## src/rtl/clock_divider.sv

```systemverilog
`default_nettype none
// +--------------------------------------------------------------------------+
// | Module      : clock_divider                                              |
// | Description : Divides clk_in by N = CLK_IN / CLK_OUT (integer division)  |
// |               into a registered square wave clk_out. The low phase is    |
// |               floor(N/2) cycles and the high phase is the rest, so odd   |
// |               ratios spend the extra cycle high.                         |
// | Ports       : clk_in  - reference clock, rising edge                     |
// |               rst     - synchronous reset, active low                    |
// |               clk_out - divided clock, driven straight from a flop       |
// |               tick    - one-cycle pulse on each clk_out rise (only when  |
// |                         CLOCK_DIVIDER_TICK_EN is defined)                |
// | Options     : `define CLOCK_DIVIDER_TICK_EN adds the tick output.        |
// | Revision    : 1.0 - initial release                                      |
// +--------------------------------------------------------------------------+
module clock_divider #(
  parameter int unsigned CLK_IN  = 200000000,
  parameter int unsigned CLK_OUT = 1000000
) (
  input  logic clk_in,
  input  logic rst,
`ifdef CLOCK_DIVIDER_TICK_EN
  output logic tick,
`endif
  output logic clk_out
);

  // Guard the division so a zero CLK_OUT reaches the elaboration check below
  // instead of failing as a divide-by-zero.
  localparam int unsigned N  = (CLK_OUT == 0) ? 0 : (CLK_IN / CLK_OUT);
  localparam int unsigned L  = N / 2;
  localparam int unsigned CW = (N <= 2) ? 1 : $clog2(N);

  localparam logic [CW-1:0] C_LAST = CW'(N - 1);
  localparam logic [CW-1:0] C_LOW  = CW'(L);

  if (CLK_OUT == 0) begin : g_err_zero_out
    $fatal(1, "clock_divider: CLK_OUT must be non-zero");
  end

  if (N < 2) begin : g_err_small_ratio
    $fatal(1, "clock_divider: CLK_IN / CLK_OUT must be at least 2");
  end

  logic [CW-1:0] cnt;
  logic [CW-1:0] cnt_next;

  always_comb begin
    cnt_next = (cnt == C_LAST) ? '0 : cnt + 1'b1;
  end

  // clk_out is decoded from the next count so it lands in the same flop
  // update as the counter; the port never sees a combinational term.
  always_ff @(posedge clk_in) begin
    if (!rst) begin
      cnt     <= '0;
      clk_out <= 1'b0;
    end else begin
      cnt     <= cnt_next;
      clk_out <= (cnt_next >= C_LOW);
    end
  end

`ifdef CLOCK_DIVIDER_TICK_EN
  // Fires on exactly the count where clk_out goes from low to high.
  always_ff @(posedge clk_in) begin
    if (!rst) begin
      tick <= 1'b0;
    end else begin
      tick <= (cnt_next == C_LOW);
    end
  end
`endif

endmodule
`default_nettype wire

```

## config.mk

```make
export PLATFORM = sky130hd
export DESIGN_NAME = clock_divider
export DESIGN_NICKNAME = d
export VERILOG_FILES = /design/src/rtl/clock_divider.sv
export SDC_FILE = /design/constraint.sdc
export NUM_CORES = 1
export LEC_CHECK = 0
export BUFFER_PORTS_ARGS = -buffer_cell sky130_fd_sc_hd__buf_2
export CELL_PAD_IN_SITES_DETAIL_PLACEMENT = 1
export CELL_PAD_IN_SITES_GLOBAL_PLACEMENT = 1
export CORE_AREA = 5 5 42 44
export DETAILED_ROUTE_END_ITERATION = 7
export DIE_AREA = 0 0 47 49
export PLACE_DENSITY = 0.72
export SETUP_SLACK_MARGIN = 0.2
export SLEW_MARGIN = 20
export SYNTH_ARGS = -nofsm -noshare
export SYNTH_HDL_FRONTEND = slang
export SYNTH_SLANG_ARGS = --single-unit
```

## constraint.sdc

```tcl
create_clock -name clk_in -period 1.6 [get_ports clk_in]
set_input_delay 0.32 -clock clk_in [delete_from_list [all_inputs] [get_ports clk_in]]
set_output_delay 0.32 -clock clk_in [all_outputs]
set_load 0.02 [all_outputs]
```

==> results.txt <==
Iteration-0 DRC Markers -> 3
I/O Pins -> 3
F_max -> 0.6938 GHz
PwrDens -> 860.8 nW/um2
Sw Pwr -> 0.0001323 W
Power share of the sequential group -> 50.9%
Crit end category -> register
Synthesized netlist cell count -> 51
Most common cell after layout, fill and taps aside -> nor2_1
Leak Pwr -> 0.2118 nW
Top cells by area, synth -> dfxtp_1, nor2_1, ha_1, xnor2_1, xor2_1
Die width -> 47 um
Synth top area share -> 39.56%
RSZ-0062 raised after global routing -> true
Final setup fails -> 0
GR Util All Layers -> 10.37%
Cell Chain, Critical Path -> ha_4 > and3b_2 > and2_4 > a2111oi_4 > o2bb2ai_1
Die ar. -> 2303 um2
Hold-fix buffers at CTS -> 0
Final Non-Filler Cells -> 73
CTS Buf Count -> 3
Placed instance area -> 483.0 um2
First-pass GRT wire length -> 1607 um
Power share of the clock group -> 38.6%
Drt wl/cell -> 12.78 um
Total Power -> 0.0004847 W
Worst-path clk slew -> 0.07 ns
Gate power share -> 10.5%
DP HPWL -> 644.4 um
Inserted Diodes -> 0
Setup Skew -> 0.004379 ns
PnR worst setup slack -> 0.1587 ns
Nets@finish -> 62
Share of layout cells above drive strength 1 -> 33.33%
# clock sinks -> 9
Initial core utilization -> 32.50%
Final instance area -> 563.0 um2
FILL cells -> 169
WP buf/inv -> 0
Routed Antenna Nets -> 0
Worst slew margin -> 79.12%
Min Clock Period, post-route -> 1.441 ns
Die height -> 49 um
Clk buf depth -> 2
CTS tree -> yes
Total negative slack -> 0 ns
DP Worst Slack -> 0.04142 ns
Critical-path maximum fanout -> 6
Vias per inst -> 4.932
Worst vdd ir -> 0.4420 mV
DP Cell Count -> 68
Hold WC Path Type -> primary input to register
CP peak stage delay -> 0.37 ns
Grt total ovfl -> 0
Crit Path Category -> register to register
Unique masters post-synth -> 25
Data required time of the worst path -> 1.80 ns
Initial antenna violation count -> 0
H-tree Lvls -> 1
CP arrival -> 1.65 ns
Syn Nets -> 55
Post-synthesis sequential area ratio -> 39.56%
Post-Syn Area -> 455.4 um2
Max Cap Viol -> 0
# DRC -> 0
Area grow syn2layout -> 23.63%
Worst-skew pair later-pin latency -> 0.27 ns
Seq cells post-synth -> 9
Vias in the first global route -> 368
Most frequent cells in the layout -> nor2_1, dfxtp_1, clkbuf_4, dfxtp_2
Pint -> 0.0003524 W
Least-Margin Pin Slew -> 0.3103 ns
Leading area contributor after synthesis -> dfxtp_1
Synthesis Warnings -> 0
Net switching fraction of the power -> 27.30%
Largest net degree at the start of global routing -> 9
Wirelength, routed -> 933 um
Row count -> 14
Worst Setup Start Kind -> register
Crit share post-route -> 90.08%
Crit-path leading delay family -> compound AO/OA/AOI/OAI gates
Outcome -> finished clean
Pins Over Slew Limit -> 0
Final Hold Vio Count -> 0
Clock root buffer -> clkbuf_4
Syn avg cell area -> 8.930 um2
Slowest-stage cell, CP -> dfxtp_4
Total core area -> 1401 um2
DRT Pass-1 Iters -> 4
Final weighted congestion in routability-driven placement -> 0.6899
IO buf count -> 2
Via count -> 360
## registers in the layout (all words and copies together), names as in the netlist
| name | flops |
|---|---|
| clk_out | 1 |
| cnt | 8 |
## metal layers
| metal | track usage (%) | up-vias | wire (um) | part of all wire [%] |
|---|---|---|---|---|
| met4 | 11.06 | 0 | 36 | 3.9 |
| met5 | 0 | - | 0 | 0 |
| met1 | 12.58 | 165 | 473 | 51 |
| met3 | 2.214 | 2 | 27 | 2.9 |
| met2 | 13.57 | 5 | 395 | 42 |
| li1 | - | 188 | - | - |
## stage by stage
stage	util, %	hold WS [ns]
finish	40.18	0.2603
global route	40.18	0.2405
CTS	38.48	0.2575
detailed placement	34.46	0.4664
global placement	34.46	0.4577
floorplan	-	0.4336
## power groups by stage
stage                     combinational [W]  clock, W  sequential, W
after CTS                         0.0000496  0.000188       0.000247
after global placement            0.0000438         0       0.000248
after global routing              0.0000569  0.000214       0.000248
after detailed placement          0.0000453         0       0.000249
final                             0.0000507  0.000187       0.000247
after floorplan                   0.0000314         0       0.000249
## Yosys cell counts
master / count
dfxtp_1: 9
nor2_1: 9
nand3_1: 3
and2_1: 2
buf_2: 2
ha_1: 2
inv_1: 2
nand2_1: 2
nor4_1: 2
xnor2_1: 2
xor2_1: 2
a2111oi_2: 1
a211oi_1: 1
a21boi_0: 1
a21o_1: 1
a31o_1: 1
a41o_1: 1
and3b_2: 1
mux2_2: 1
nor2b_1: 1
nor3_1: 1
nor3b_1: 1
o21ai_1: 1
o2bb2ai_1: 1
or3_1: 1
## kinds of logic after synthesis
kind of cell / Yosys count / share of synthesized area, %
AO/OA/AOI/OAI: 8 / 15.39
XOR/XNOR: 4 / 7.694
adder cells (fa/ha/maj): 2 / 5.494
buffers and inverters: 4 / 3.847
flip-flops: 9 / 39.56
multiplexers: 1 / 2.472
AND/OR/NAND/NOR: 23 / 25.55
## area by class of cell
type | count | area (um2) | area share (%)
Clock inverter | 1 | 5.005 | 0.8889
Multi-Input combinational cell | 38 | 295.3 | 52.44
Clock buffer | 3 | 22.52 | 4.000
Timing Repair Buffer | 4 | 25.02 | 4.444
Tap cell | 16 | 20.02 | 3.556
Inverter | 2 | 7.507 | 1.333
Sequential cell | 9 | 187.7 | 33.33
## final timing paths
path              startpoint      end  slack, ns  cells past startpoint
setup / recovery      cnt[0]  clk_out       0.16                      5
hold / removal           rst   cnt[1]       0.26                      2
setup reg to reg      cnt[0]  clk_out       0.16                      5
hold reg to reg       cnt[0]   cnt[0]       0.46                      1
## repair_timing
item                       in CTS  in global routing
pin swaps                       0                  3
setup buffers                   0                  1
setup endpoints to repair       4                  2
resized for setup               8                  3
No activity file was read; power rests on OpenSTA's default activity.
